===== config.mk =====
export PLATFORM = sky130hd
export DESIGN_NAME = console_uart_tx
export DESIGN_NICKNAME = d
export VERILOG_FILES = /design/src/rtl/console_uart_tx.sv
export SDC_FILE = /design/constraint.sdc
export NUM_CORES = 1
export LEC_CHECK = 0
export ABC_AREA = 0
export CAP_MARGIN = 0
export CORE_ASPECT_RATIO = 1.25
export CORE_UTILIZATION = 57
export CTS_CLUSTER_SIZE = 8
export DETAILED_ROUTE_END_ITERATION = 8
export GPL_TIMING_DRIVEN = 1
export PLACE_DENSITY = 0.8
export RECOVER_POWER = 25
export SLEW_MARGIN = 20
export SYNTH_ARGS = -nofsm -noshare
export SYNTH_HDL_FRONTEND = slang
export SYNTH_SLANG_ARGS = --single-unit

===== constraint.sdc =====
create_clock -name clk_i -period 3.5 [get_ports clk_i]
set_input_delay 0.7 -clock clk_i [delete_from_list [all_inputs] [get_ports clk_i]]
set_output_delay 0.7 -clock clk_i [all_outputs]
set_load 0.01 [all_outputs]

===== src/rtl/console_uart_tx.sv =====
// console_uart_tx: MMIO console sink that queues stored bytes and sends them as UART 8N1
module console_uart_tx #(
    parameter int          CLKS_PER_BIT = 868,
    parameter int          FIFO_DEPTH   = 16,
    parameter logic [31:0] FINI_CODE    = 32'h0002_0000
) (
    input  logic        clk_i,
    input  logic        rst_ni,
    input  logic        wvalid_i,
    input  logic [31:0] addr_i,
    input  logic [31:0] wdata_i,
    output logic        full_o,
    output logic        tx_busy_o,
    output logic        overflow_o,
    output logic        fini_o,
    output logic        txd_o
);
    localparam int AW = $clog2(FIFO_DEPTH);
    localparam int CW = $clog2(CLKS_PER_BIT);
    localparam logic [CW-1:0] CNT_MAX = CW'(CLKS_PER_BIT - 1);

    typedef enum logic [1:0] {IDLE, START, DATA, STOP} state_t;

    state_t        state, state_n;
    logic [7:0]    mem [FIFO_DEPTH];
    logic [AW-1:0] wr_ptr, rd_ptr;
    logic [AW:0]   count;
    logic [CW-1:0] cnt, cnt_n;
    logic [2:0]    bit_idx, bit_n;
    logic [7:0]    shift, shift_n;
    logic          txd, txd_n;
    logic          fini_pend, overflow, fini;
    logic          accept, is_fini, push_req, full, push, pop, tick;
    logic          unused_bits;

    assign unused_bits = ^addr_i[30:0];
    assign accept      = wvalid_i & addr_i[31] & ~fini_pend;
    assign is_fini     = wdata_i == FINI_CODE;
    assign push_req    = accept & ~is_fini;
    assign full        = count == (AW+1)'(FIFO_DEPTH);
    assign push        = push_req & ~full;
    assign tick        = cnt == '0;

    assign full_o      = full;
    assign tx_busy_o   = (count != '0) | (state != IDLE);
    assign overflow_o  = overflow;
    assign fini_o      = fini;
    assign txd_o       = txd;

    // Byte storage; holds no control state so it needs no reset
    always_ff @(posedge clk_i) begin
        if (push) mem[wr_ptr] <= wdata_i[7:0];
    end

    // FIFO pointers/count plus the sticky overflow and finish flags
    always_ff @(posedge clk_i or negedge rst_ni) begin
        if (!rst_ni) begin
            wr_ptr    <= '0;
            rd_ptr    <= '0;
            count     <= '0;
            overflow  <= 1'b0;
            fini_pend <= 1'b0;
            fini      <= 1'b0;
        end else begin
            wr_ptr    <= wr_ptr + AW'(push);
            rd_ptr    <= rd_ptr + AW'(pop);
            count     <= count + (AW+1)'(push) - (AW+1)'(pop);
            overflow  <= overflow | (push_req & full);
            fini_pend <= fini_pend | (accept & is_fini);
            fini      <= fini | (fini_pend & (count == '0) & (state == IDLE));
        end
    end

    // Serialiser registers; txd lags the state by one cycle so every bit is a clean flop output
    always_ff @(posedge clk_i or negedge rst_ni) begin
        if (!rst_ni) begin
            state   <= IDLE;
            cnt     <= '0;
            bit_idx <= '0;
            shift   <= '0;
            txd     <= 1'b1;
        end else begin
            state   <= state_n;
            cnt     <= cnt_n;
            bit_idx <= bit_n;
            shift   <= shift_n;
            txd     <= txd_n;
        end
    end

    // Frame sequencing: pop in IDLE, then start bit, 8 data bits LSB first, stop bit
    always_comb begin
        state_n = state;
        cnt_n   = tick ? CNT_MAX : cnt - 1'b1;
        bit_n   = bit_idx;
        shift_n = shift;
        txd_n   = 1'b1;
        pop     = 1'b0;
        case (state)
            IDLE: begin
                cnt_n = cnt;
                if (count != '0) begin
                    pop     = 1'b1;
                    shift_n = mem[rd_ptr];
                    cnt_n   = CNT_MAX;
                    state_n = START;
                end
            end
            START: begin
                txd_n = 1'b0;
                if (tick) begin
                    state_n = DATA;
                    bit_n   = '0;
                end
            end
            DATA: begin
                txd_n = shift[0];
                if (tick) begin
                    shift_n = shift >> 1;
                    bit_n   = bit_idx + 3'd1;
                    state_n = (bit_idx == 3'd7) ? STOP : DATA;
                end
            end
            STOP: begin
                if (tick) state_n = IDLE;
            end
        endcase
    end
endmodule


* Word-level counts from Yosys, hierarchy flattened
Memory sizes are Yosys's and may differ from the RTL's.
Cells that the tools add are included.
** Storage, ports and cells
- Register bits :: 40
- Bits in writable memories :: 128
- Bits of input ports :: 67
- Memories :: 1
** Operators by class
- Add/sub/neg operators :: 6
- Eq/ne operators :: 10
- Muxes and demuxes :: 20
- Bitwise logic cells :: 15
- Reduce and logical (&&, ||, !) cells :: 10
** Memories
- mem :: depth 16, bits a word 8, rd ports 1, clocked after Yosys merged registers in 0, wr ports 1, RTL line 25 : logic [7:0] mem [FIFO_DEPTH];
** Operators by type and width (count)
- $eq A32 B18 Y1 const B :: 1
- $mux W10 :: 3
- $mux W8 :: 2
- $pmux W8 S2 :: 1
- $logic_not A10 Y1 :: 1
- $sub A10 B1 Y10 const B :: 1
- $add A4 B1 Y4 :: 2
- $and A1 B1 Y1 :: 8
- $mux W2 :: 4
- $ne A2 B2 Y1 const B :: 4
- $pmux W2 S4 :: 1
- $mux W3 :: 2
- $pmux W3 S2 :: 1
- $reduce_and A3 Y1 :: 2
- $reduce_bool A2 Y1 :: 3
- $add A5 B1 Y5 :: 1
- $eq A5 B5 Y1 const B :: 1
- $logic_not A5 Y1 :: 1
- $mux W1 :: 5
- $reduce_bool A5 Y1 :: 1
- $sub A5 B1 Y5 :: 1
- $eq A2 B2 Y1 const B :: 2
- $or A1 B1 Y1 :: 4
- $reduce_and A4 Y1 :: 1
- 6 further kinds :: 8

* Logic depth before layout (Yosys ltp)
Gate-level depths: netlist of the first run.
- Depth in word-level cells :: 6
- Mapped depth :: 15

* Worst setup path after synthesis of the first run
No wires, ideal clock.
- Kind :: input-to-reg
- From :: input wdata_i[19]
- To :: register count[4]
- Arrival time :: 3.044 ns
- Data required time :: 3.375 ns
- Path slack :: 0.331 ns
- Cell stages on the path :: 15
- Path through :: nor4b_1 nand2_1 or4_1 and3_1 inv_1 ha_1 inv_1 ha_1 inv_1 fa_1 inv_1 a21oi_1 nor2_1 nor2_1 xnor2_1
** Between the ends
- Cells in the longest elaborated chain, start to end :: 6
** Ends and longest elaborated chain
- from (decl) :: RTL line 11 : input logic [31:0] wdata_i,
- $eq A32 B18 Y1 :: RTL line 38 : assign is_fini = wdata_i == FINI_CODE;
- $not A1 Y1 :: RTL line 39 : assign push_req = accept & ~is_fini;
- $and A1 B1 Y1 :: RTL line 39
- $and A1 B1 Y1 :: RTL line 41 : assign push = push_req & ~full;
- $add A5 B1 Y5 :: RTL line 67 : count <= count + (AW+1)'(push) - (AW+1)'(pop);
- $sub A5 B1 Y5 :: RTL line 67
- to (signal assigned) :: RTL line 67
- to (decl) :: RTL line 27 : logic [AW:0] count;
Every way passes these cells.
A chain may end at the register's enable or synchronous reset.

* Worst setup path in the final report of the first run
- From :: input wdata_i[21]
- To :: register count[4]
Same word-level chain as after synthesis.

==> run metrics, run 1 <==
htree depth 4; CP Capture Type register; clock slew at reported path FFs roughly 0.060 ns; syn_nets around 530; R2R cell count 14; Hold Vio Cnt, Final 0; max_slew headroom -0.4395; largest area contributor in the netlist edfxtp_1; Setup WS post-layout about 0.08 ns; layout cell share with drive strength beyond 1 0.1850; Area after DPL around 7800 um2; critical path class in2reg; via count 4184; row cnt between 40 and 50; Slew Limit Fails 41; Fin Hold WS between 0.4 and 0.5 ns; pin count of the biggest net entering global routing 48; slowest cell delay on critical path roughly 0.55 ns; most common cell in the synthesized netlist edfxtp_1; Crit path depth 16; clk sinks around 170; antenna-violating nets left 0; number of port buffers 40; flops & latches, synth around 170; top cell type's share of synthesized area 0.5456; Core Area 12110 um2; clock buffer depth 2; Post-Syn Area per Cell 15.87 um2; area of the mapped netlist between 7000 and 8000 um2; CTS root buf clkbuf_16; Worst Setup SP wdata_i[21]; Synth area leaders edfxtp_1, dfrtp_1, mux4_2; Least-Margin Pin Slew about 2.2 ns; fillers roughly 770; CP max stage cell or4_4; CP top delay family simple AND/OR/NAND/NOR gates; skew final approximately 0.0052 ns; pwr dens between 500 and 600 nW/um2; CTS tree done; Via density 6.126; pre-CTS setup slack -0.3798 ns; HPWL after DPL between 9 and 10 mm; critical path cell sequence clkdlybuf4s50_1, nor4b_2, nand2_1, or4_4, and3_1, inv_1, ha_1, inv_1, ha_1, inv_1, fa_2, inv_1, a21oi_1, nor2_1, nor2_1, xnor2_1; area grow syn2layout 19.18%; All-Layer GR Usage 0.2556; YS warnings 0; grt ovf 0; Synth Flop Type edfxtp_1; sequential area share after synthesis 0.6878; routed length per instance 22.03 um; WP data arrival around 3.7 ns; Post-synth ARST share 0.2381; Placer Congestion a little under 0.8; final net count 592; final setup fails 0; CP startpoint kind input port; failing checks max-capacitance violations, max-slew violations; Leak Pwr approximately 3.1 nW; Max IR drop VDD between 0.4 and 0.5 mV; io pins just over 70; Hold Crit Class reg2reg; fmax 292.5 MHz; # hold bufs at CTS 0; outcome finished with violations; first-pass GRT wire length 23.38 mm; Worst EP required roughly 3.8 ns; CTS Buf Count 17; crit share post-route 0.9767; Initial Utilization 0.5820; WL final approximately 15 mm; Die ar. roughly 13000 um2; Die X just over 100 um; Buf+Inv Stages, Crit Path 5; vias in the first global route 4349; DRC viols 0; initial antenna violation count 0; most frequent cells after synthesis edfxtp_1, dfrtp_1, mux2i_1; Synth Instances approximately 440; number of synthesized flops with an enable pin around 130; max-capacitance violation count 1; fin area approximately 8400 um2; worst hold path depth 1; most frequent CP cell inv_1; Initial DRT Pass Iterations 5; Die Ht about 130 um; synth unique cells 46; startpoint of the worst hold path overflow_o; # Post-CTS Setup Buffers 0; Worst-Skew Late Latency approximately 0.42 ns; min cycle time layout 3.419 ns; Antenna Cells 0; worst r2r src state[0]; peak fanout along the critical path 2; DR iter-0 viols 325
layer usage:
layer  global-route usage  wire (um)
met3              0.05124        758
met1               0.3170       5754
met2               0.4418       8123
met5                    0          0
met4              0.09633        408
timing repair:
item / in CTS / in global routing
pin swaps: 0 / 2
gates cloned: 0 / 0
gates resized for setup: 1 / 7
setup endpoints to repair: 1 / 1
layout by cell type (no fill, tap or decap), types with 3 or more instances in the layout:
| cell type | netlist | final |
|---|---|---|
| a31oi_1 | 10 | 10 |
| xor2_1 | 3 | 3 |
| clkdlybuf4s50_1 | 0 | 39 |
| nor4_1 | 13 | 9 |
| clkinvlp_4 | 0 | 3 |
| ha_1 | 17 | 17 |
| o21ai_0 | 17 | 17 |
| a22oi_1 | 8 | 8 |
| nor3_2 | 0 | 9 |
| mux2i_1 | 29 | 29 |
| mux4_2 | 19 | 19 |
| a21o_1 | 3 | 3 |
| clkinv_1 | 1 | 3 |
| dfrtp_1 | 39 | 38 |
| and2_1 | 3 | 3 |
| nor3_1 | 14 | 5 |
| a221oi_1 | 14 | 14 |
| nand3_1 | 3 | 3 |
| nor2_1 | 19 | 19 |
| xnor2_1 | 5 | 5 |
| a21oi_1 | 11 | 11 |
| nand2_1 | 11 | 11 |
| mux2_2 | 8 | 8 |
| edfxtp_1 | 128 | 128 |
| clkbuf_16 | 0 | 17 |
| nor4_2 | 0 | 3 |
| clkbuf_1 | 12 | 6 |
| clkinv_4 | 0 | 4 |
| buf_4 | 0 | 20 |
| inv_1 | 21 | 21 |
final timing paths:
kind / to / slack [ns]
max: count[4] / 0.08
max reg2reg: count[4] / 0.71
min in group asynchronous: shift[4] / 0.91
min: overflow_o / 0.47
min reg2reg: overflow_o / 0.47
max in group asynchronous: rd_ptr[0] / 1.19
power by group:
part / total (W) / internal, W / switching [W]
Sequential: 0.00240 / 0.00229 / 0.000111
Clock: 0.00178 / 0.00104 / 0.000734
Combinational: 0.000530 / 0.000229 / 0.000301
Total: 0.00471 / 0.00356 / 0.00115
area by class of cell:
class,instances,area [um2],share of cell area
tap,164,205.2,0.02444
timing repair buffer,64,575.6,0.06854
inverter,22,82.58,0.009835
sequential,168,4847,0.5773
multi-input combinational,234,2123,0.2529
clock buffer,19,432.9,0.05156
clock inverter,12,130.1,0.01550
cells by family (layout without fill, tap and decap cells):
| logic type | Yosys count | count (layout) | synth area share |
|---|---|---|---|
| compound gates | 73 | 73 | 0.07086 |
| simple gates | 79 | 79 | 0.05985 |
| xor+xnor | 8 | 8 | 0.009945 |
| fa+ha+maj | 18 | 18 | 0.03303 |
| buf+inv | 42 | 117 | 0.02380 |
| mux | 56 | 56 | 0.1147 |
| flops | 168 | 168 | 0.6878 |
state kept, by name (all words and copies together), names as in the netlist:
| name | flops |
|---|---|
| mem | 128 |
| cnt | 10 |
| shift | 8 |
| count | 5 |
| rd_ptr | 4 |
| wr_ptr | 4 |
| bit_idx | 3 |
| state | 2 |
| fini_o | 1 |
| fini_pend | 1 |
| overflow_o | 1 |
| txd_o | 1 |
through the flow:
step                      setup TNS (ns)  power, W  utilization  std cells
final                                  0  0.004711       0.6936        683
after global routing            -0.07445  0.004865       0.6936        683
after CTS                              0  0.004710       0.6901        683
after detailed placement         -0.7805  0.002946       0.6431        652
after global placement           -0.3365  0.002887       0.6406        652
after floorplan                        0  0.002707            -        444
Note: power is estimated with default switching activity, not from simulation.
==> inputs of run 2 (changes only) <==
CORE_UTILIZATION = 61   (was 57)
PLACE_DENSITY = 0.85   (was 0.8)
clock period = 4.3 ns   (was 3.5 ns; I/O delays follow)
==> run 2 against run 1 <==
- global-route usage rose by 2.1 points
- highest routed layer unchanged
- largest cell class unchanged
- sequential share of layout area rose by 0.75 points
- sequential power fell by 18%
- the flow finishes with violations (design-rule violations, max-capacitance violations, max-slew violations)
==> run metrics, run 2 (synthesized netlist as in run 1, its figures left out) <==
pwr dens about 470 nW/um2; WL final between 15 and 20 mm; All-Layer GR Usage 0.2767; Top Layer Used met4; Leak Pwr about 3.1 nW; max_slew headroom -0.4199; number of port buffers 40; area taken by multi-input logic gates a little over 2000 um2; initial antenna violation count 0; vias in the first global route 4437; Hold Vio Cnt, Final 0; Psw 0.0009498 W; r2r setup slk around 1.3 ns; DR WL met2 approximately 8.5 mm; clock power share 0.392; hold endpoint fini_o; DR iter-0 viols ~320; Die X between 90 and 100 um; layout cell share with drive strength beyond 1 0.1628; CP startpoint kind input port; fmax approximately 270 MHz; critical path class in2reg; clock slew at reported path FFs roughly 0.060 ns; via count approximately 4200; WL met3 approximately 820 um; crit share post-route 0.8673; Area after DPL about 7700 um2; Max IR drop VDD ~0.33 mV; Placer Congestion 0.7855; Worst R2R End shift[6]; most common cell after layout, fill and taps aside edfxtp_1; grt ovf 0; Gate power share 0.108; Worst EP required 4.61 ns; RSZ-0062 raised after global routing false; peak fanout along the critical path 5; switch share 0.2427; first-pass GRT wire length 23.73 mm; post-CTS sizing 0; antenna-violating nets left 0; R2R cell count 5; io pins 72; met1 wire length 5.703 mm; clock buffer depth 2; internal power between 0.002 and 0.003 W; final net count 588; top flop regs mem: 128 flops, cnt: 10 flops, shift: 8 flops; fillers approximately 660; Hold Crit Class reg2reg; HPWL after DPL just under 10 mm; pre-CTS setup slack 0.1935 ns; area grow syn2layout 17.65%; Setup WS post-layout 0.5705 ns; htree depth 4; startpoint of the worst hold path fini_o; highest-count cells in the layout ignoring fill and taps edfxtp_1, dfrtp_1, clkdlybuf4s50_1; WP data arrival ~4 ns; Via density 6.478; Initial DRT Pass Iterations 7; setup TNS 0 ns; Die Ht between 100 and 150 um; outcome finished with violations; Worst-Skew Late Latency 0.43 ns; Flop pwr share 0.500; flip-flop and latch area just under 5000 um2; min cycle time layout 3.730 ns; Core Area approximately 11000 um2; worst r2r src rd_ptr[1]; fin area ~8300 um2; dpl cells roughly 620; pin count of the biggest net entering global routing ~40; CTS root buf clkbuf_16; most flop-heavy register mem; Antenna Cells 0; skew final ~0.012 ns; CTS Buf Count 17; Initial Utilization 0.6296; row cnt 43; Die ar. between 10000 and 15000 um2; number of flip-flops in the largest register ~130; # hold bufs at CTS 0; clk sinks 168; Slew Limit Fails between 40 and 50; CTS tree done; failing checks design-rule violations, max-capacitance violations, max-slew violations; Least-Margin Pin Slew 2.130 ns; DRC viols 2; fin cells 651; max-capacitance violation count 1; routed length per instance 23.67 um; worst hold path depth 1; final setup fails 0; # Post-CTS Setup Buffers 0; CP Capture Type register
## run 2: power by group through the flow
stage / sequential, W / combinational, W / clock [W]
floorplan: 0.00194 / 0.000268 / 0
finish: 0.00196 / 0.000423 / 0.00153
CTS: 0.00195 / 0.000422 / 0.00154
global placement: 0.00197 / 0.000359 / 0
global route: 0.00196 / 0.000458 / 0.00161
detailed placement: 0.00198 / 0.000404 / 0
## run 2: how the worst max path moves through the flow
stage	startpoint	slack [ns]	to
after global placement	wdata_i[0]	0.29	count[4]
after global routing	wdata_i[4]	0.37	count[4]
final	wdata_i[1]	0.57	count[4]
after floorplan	wdata_i[19]	0.97	count[4]
after detailed placement	wdata_i[0]	0.19	count[4]
after CTS	wdata_i[0]	0.60	count[4]
## run 2: metrics by stage
stage	utilization	total power [W]	hold WS [ns]
floorplan	-	0.002203	0.4404
global route	0.7407	0.004033	0.4854
detailed placement	0.6873	0.002384	0.4483
CTS	0.7409	0.003917	0.4667
finish	0.7407	0.003913	0.4672
global placement	0.6859	0.002327	0.4442
## run 2: worst max-delay path, stage by stage
cell and delay [ns]:
dlygate4sd3_1 0.55, nor4_1 0.29, nand2_1 0.18, or4_1 0.52
and3_1 0.23, inv_1 0.06, ha_1 0.22, inv_1 0.07
ha_1 0.17, inv_1 0.07, fa_1 0.39, inv_1 0.07
a21oi_1 0.07, nor2_1 0.10, nor2_1 0.06, xnor2_1 0.12
## run 2: cell type report
class / instances / share of cell area
repair buffers: 60 / 0.06430
flip-flops and latches: 168 / 0.5848
clock buffers: 22 / 0.05857
clock inverters: 10 / 0.01389
multi-input cells: 234 / 0.2482
well taps: 135 / 0.02038
inverters: 22 / 0.009962
## run 2: routing by layer
metal,vias to the layer above,GRT usage
met5,-,0
li1,1859,-
met1,2162,0.3136
met4,0,0.1373
met2,157,0.4952
met3,39,0.06196
==> inputs of run 3 (changes only) <==
CELL_PAD_IN_SITES_DETAIL_PLACEMENT = 0   (was default)
CELL_PAD_IN_SITES_GLOBAL_PLACEMENT = 1   (was default)
CORE_UTILIZATION = 51   (was 61)
PLACE_DENSITY = default   (was 0.85)
PLACE_DENSITY_LB_ADDON = 0.1   (was default)
==> run 3 against run 2 <==
- power fell by 0.42%
- the run ends with max-capacitance violations, max-slew violations left
- design area is 1.2% higher
- critical path depth unchanged
- sequential cell count stayed put
- die area grew 19%
- register-to-register slack improved by 0.23 ns
- highest routed layer unchanged
- worst setup slack better by 0.059 ns
- clock-buffer cell count shrank 5
- wire length fell by 6.4%
==> run metrics, run 3 (synthesized netlist as in run 1, its figures left out) <==
outcome finished with violations; failing checks max-capacitance violations, max-slew violations; highest-count cells in the layout ignoring fill and taps edfxtp_1, dfrtp_1, clkdlybuf4s50_1; peak fanout along the critical path 5; r2r setup slk about 1.5 ns; area taken by multi-input logic gates approximately 2000 um2; fillers roughly 980; Placer Congestion ~0.77; Worst-Skew Late Latency roughly 0.43 ns; Initial Utilization 0.5278; min cycle time layout 3.671 ns; final net count a little under 600; number of flip-flops in the largest register about 130; htree depth 4; clock buffer depth 2; io pins 72; Slew Limit Fails 41; antenna-violating nets left 0; Hold Crit Class reg2reg; Die Ht 133.4 um; row cnt 47; CTS tree done; first-pass GRT wire length between 20 and 25 mm; Die X 107.1 um; Core Area roughly 13000 um2; number of port buffers 40; RSZ-0062 raised after global routing false; R2R cell count 14; worst hold path depth 1; max-capacitance violation count 1; flip-flop and latch area just under 5000 um2; Leak Pwr approximately 3.2 nW; clock slew at reported path FFs ~0.060 ns; DR iter-0 viols around 210; final setup fails 0; Die ar. about 14000 um2; WP data arrival approximately 4.0 ns; HPWL after DPL around 10 mm; CTS root buf clkbuf_16; top flop regs mem: 128 flops, cnt: 10 flops, shift: 8 flops; worst r2r src state[0]; Hold Vio Cnt, Final 0; crit share post-route 0.8536; DRC viols 0; Worst Setup SP wdata_i[1]; WL final approximately 14 mm; pin count of the biggest net entering global routing 41; hold endpoint fini_o; # hold bufs at CTS 0; Initial DRT Pass Iterations 4; Fin Hold WS between 0.4 and 0.5 ns; post-CTS sizing 0; max_slew headroom -0.4734; Via density around 5.8; critical path class in2reg; area grow syn2layout 19.02%; fmax approximately 270 MHz; CP Capture Type register; skew final 0.007633 ns; most flop-heavy register mem; Max IR drop VDD around 0.48 mV; dpl cells 663; fin cells 695; via count around 4000; clk sinks ~170; vias in the first global route about 4100; All-Layer GR Usage 0.2208; most common cell after layout, fill and taps aside edfxtp_1; setup TNS 0 ns; Setup WS post-layout ~0.63 ns; CTS Buf Count 17; CP startpoint kind input port; Worst R2R End count[4]; Least-Margin Pin Slew between 2 and 2.5 ns; layout cell share with drive strength beyond 1 0.1737; startpoint of the worst hold path fini_o; # Post-CTS Setup Buffers 0; routed length per instance 20.75 um; grt ovf 0; pwr dens between 400 and 500 nW/um2; Worst EP required approximately 4.6 ns; pre-CTS setup slack just under 0.3 ns; Antenna Cells 0; initial antenna violation count 0; total power roughly 0.0039 W
[run 3: critical path, cell delays in order]
cell and delay, ns:
dlygate4sd3_1 0.56, nor4_1 0.34, nand2_1 0.09, or4_1 0.52, and3_1 0.24, inv_1 0.06, ha_1 0.22, inv_1 0.06
ha_1 0.16, inv_1 0.05, fa_1 0.41, inv_1 0.07, a21oi_1 0.06, nor2_1 0.10, nor2_1 0.06, xnor2_1 0.11
[run 3: how the worst max path moves through the flow]
stage	end	slack, ns
3_3_place_gp	count[4]	0.33
3_5_place_dp	count[4]	0.30
6_report	count[4]	0.63
5_1_grt	count[4]	0.40
4_1_cts	count[4]	0.73
2_1_floorplan	count[4]	0.97
[run 3: where the power goes]
| group | internal, W | switching [W] |
|---|---|---|
| Sequential | 0.00186 | 0.0000869 |
| Combinational | 0.000178 | 0.000214 |
| Clock | 0.000882 | 0.000671 |
| Total | 0.00292 | 0.000972 |
[run 3: cell type report]
class                           count  area share
Clock buffer                       17     0.05073
Clock inverter                     15     0.02149
Inverter                           22    0.009848
Multi-Input combinational cell    234      0.2441
Sequential cell                   168      0.5780
Tap cell                          171     0.02551
Timing Repair Buffer               68     0.07028
[run 3: metrics by stage]
stage                 util  instance area [um2]
floorplan                -                 7046
global placement    0.5829                 7781
detailed placement  0.5840                 7796
CTS                 0.6294                 8402
global route        0.6282                 8386
finish              0.6282                 8386
[run 3: routing by layer]
metal / GRT usage / vias up / share of wire
li1: - / 1880 / -
met1: 0.2532 / 2014 / 0.40
met2: 0.3828 / 97 / 0.52
met3: 0.05773 / 31 / 0.048
met4: 0.1050 / 0 / 0.031
met5: 0 / - / 0
==> patch (flow settings as in run 2) <==
Reset style: synchronous (`rst_ni`), changed in 2 clocked blocks.
--- a/src/rtl/console_uart_tx.sv
+++ b/src/rtl/console_uart_tx.sv
@@ -55,3 +55,3 @@
     // FIFO pointers/count plus the sticky overflow and finish flags
-    always_ff @(posedge clk_i or negedge rst_ni) begin
+    always_ff @(posedge clk_i) begin
         if (!rst_ni) begin
@@ -74,3 +74,3 @@
     // Serialiser registers; txd lags the state by one cycle so every bit is a clean flop output
-    always_ff @(posedge clk_i or negedge rst_ni) begin
+    always_ff @(posedge clk_i) begin
         if (!rst_ni) begin
Check against the original RTL: differs if rst_ni is asserted again (counterexample within 4 cycles, from zero or initial values and one cycle with rst_ni low); with rst_ni held inactive, the same outputs for 10 cycles.
==> patch against run 2 <==
- routed wire length decreased by 1.7%
- setup slack got worse by 6.2 ps
- clock skew decreased by 6.9 ps
- synthesized area decreased by 0.60%
- sequential cell count unchanged
- core utilization increased by 0.14 points
- the flow finishes with violations (design-rule violations)
- design area decreased by 0.29%
Power is not compared: it rests on default switching activity, and its combinational part moved more than twofold at a synthesized area within 25%.
==> patch: results (changes against run 2) <==
Outcome
  – Outcome: finished, violations left
  – Violated checks: design-rule violations

Setup path
  – Crit path max fanout: 3 (-2)
  – R2R Setup Slk: 1350 ps (+70 ps)
  – CP max stage cell: dlygate4sd3_1
  – R2R depth: 13 (+8)
  – Timing startpoint of the critical path: wdata_i[2]
  – Slowest cell delay on critical path: 550 ps (about the same)
  – FF-to-FF Start: state[0]$_SDFFE_PN0P_
  – Crit path DAT: 4000 ps (-40 ps)
  – Reg2reg end: count[4]$_SDFF_PN0_
  – Cell family with most CP delay: simple AND/OR/NAND/NOR gates

Drt
  – DR iter-0 viols: 409 (+29%)
  – Residual DRC: 2 (unchanged)
  – Vias/cell: 6.48 (about the same)
  – Routed WL per cell: 22.6 µm (-4.4%)
  – 1st-pass router iterations: 7 (unchanged)

Clock tree
  – CTS buffer count: 17 (unchanged)
  – Skew-Pair Late Insertion Delay: 420 ps
  – CTS root buf: clkbuf_16
  – Post-CTS setup buffers: 0 (unchanged)
  – Worst-path clk slew: 60 ps (about the same)
  – H-tree depth: 4 (unchanged)
  – Post-CTS Resized: 0 (unchanged)
  – Max Root-Sink Buffers: 2 (unchanged)

Cells and area
  – Final nets: 606 (+3.1%)
  – Layout fillers: 655 (unchanged)
  – Share of cells above drive strength 1: 16.7% (+0.39 points)
  – Diode count: 0 (unchanged)
  – Register Area: 4650 µm² (-4.2%)

Min path
  – Worst min-delay path startpoint: overflow_o$_SDFF_PN0_
  – Hold Path Cell Cnt: 2 (+1)
  – Hold Path End: overflow_o$_SDFF_PN0_

Place
  – DP Area: 7670 µm² (-0.28%)
  – PortBufs: 40 (unchanged)
  – Gpl congestion: 0.826 (+5.2%)
  – Dpl hpwl: 9.65 mm (-1.1%)

Logic synthesis
  – Top post-synthesis cells by area: edfxtp_1, dfxtp_1, mux4_2
  – Distinct cells, synth: 46 (unchanged)
  – EDFF count, synth: 128 (unchanged)
  – Synthesized Nets: 546 (+3.2%)
  – Sequential element share of the synthesized area: 66.3% (-2.5 points)
  – Asr flop ratio synth: 0% (-24 points)
  – Most frequent cells after synthesis: edfxtp_1, dfxtp_1, mux4_2
  – Ys flop type: edfxtp_1

Global route
  – Initial antenna violation count: 0 (unchanged)
  – Global Route Usage Sum: 27.5% (-0.16 points)
  – First-pass GRT wire length: 23.8 mm (+0.26%)
  – Met3 Use GR: 5.45% (-0.75 points)
  – Largest net degree at the start of global routing: 35 (-15%)
  – Met1 usage: 32.2% (+0.83 points)
  – Vias in the first global route: 4524 (+2.0%)
  – Grt met2 use: 47.4% (-2.1 points)

Pwr
  – Cell internal pwr: 3.44 mW
  – Peak VDD IR: 0.423 mV
  – Pleak: 2.79 nW

Timing
  – Hold Fails Final Rpt: 0 (unchanged)
  – Relative slew slack: 34.3% (+76 points)
  – Setup Skew: 5.23 ps (-6.85 ps)
==> patch: changes by cell type in the layout (fill, tap and decap cells not counted), sizes merged, moves of 8 or more <==
cell	before	now
a21oi	12	25
a311oi	0	8
mux2i	29	0
a22o	1	14
a221oi	14	1
mux2	8	0
dfrtp	39	0
a31oi	10	1
mux4	19	32
dfxtp	0	40
==> patch: tightest hold or removal path: stages, from the launching register on <==
cell     delay (ps)
dfxtp_1         310
inv_1            50
a21oi_1          50
==> patch: through the flow <==
stage	total power, mW	worst slack (ps)	hold slack (ps)	cells
after floorplan	3.06	683	453	461
after global placement	3.34	311	433	637
after detailed placement	3.42	250	441	637
after CTS	4.99	657	451	669
after global routing	5.21	415	484	669
final	4.98	564	446	669
==> patch: layout make-up <==
class                   instances  share of cell area [%]
well taps                     135                    2.04
clock inverters                14                    2.24
repair buffers                 67                    7.07
inverters                      19                   0.863
multi-input cells             248                    26.4
flip-flops and latches        168                    56.2
clock buffers                  18                    5.19
==> patch: cells by family after synthesis <==
logic type	Yosys count	share of synthesized area [%]
flip-flops	168	66.3
buffers and inverters	45	2.54
multiplexers	32	10.3
adder cells (fa/ha/maj)	18	3.32
XOR/XNOR	7	0.875
AO/OA/AOI/OAI	87	8.59
AND/OR/NAND/NOR	104	8.06
==> patch: layer usage <==
metal  part of all wire [%]  wire length, µm
met5                      0                0
met4                    4.2              634
met3                    6.2              938
met2                     53             7970
met1                     37             5600
==> patch: how the worst max path moves through the flow <==
stage                               end  slack (ps)
floorplan           count[4]$_SDFF_PN0_         680
global placement    count[4]$_SDFF_PN0_         310
detailed placement  count[4]$_SDFF_PN0_         250
CTS                 count[4]$_SDFF_PN0_         660
global route        count[4]$_SDFF_PN0_         410
finish              count[4]$_SDFF_PN0_         560
==> patch: power by group through the flow <==
stage | clock (mW) | sequential, mW | combinational, mW
after global routing | 1.65 | 2.03 | 1.54
after floorplan | 0 | 1.98 | 1.08
final | 1.57 | 2.01 | 1.41
after global placement | 0 | 2.03 | 1.32
after detailed placement | 0 | 2.04 | 1.38
after CTS | 1.58 | 2.01 | 1.40
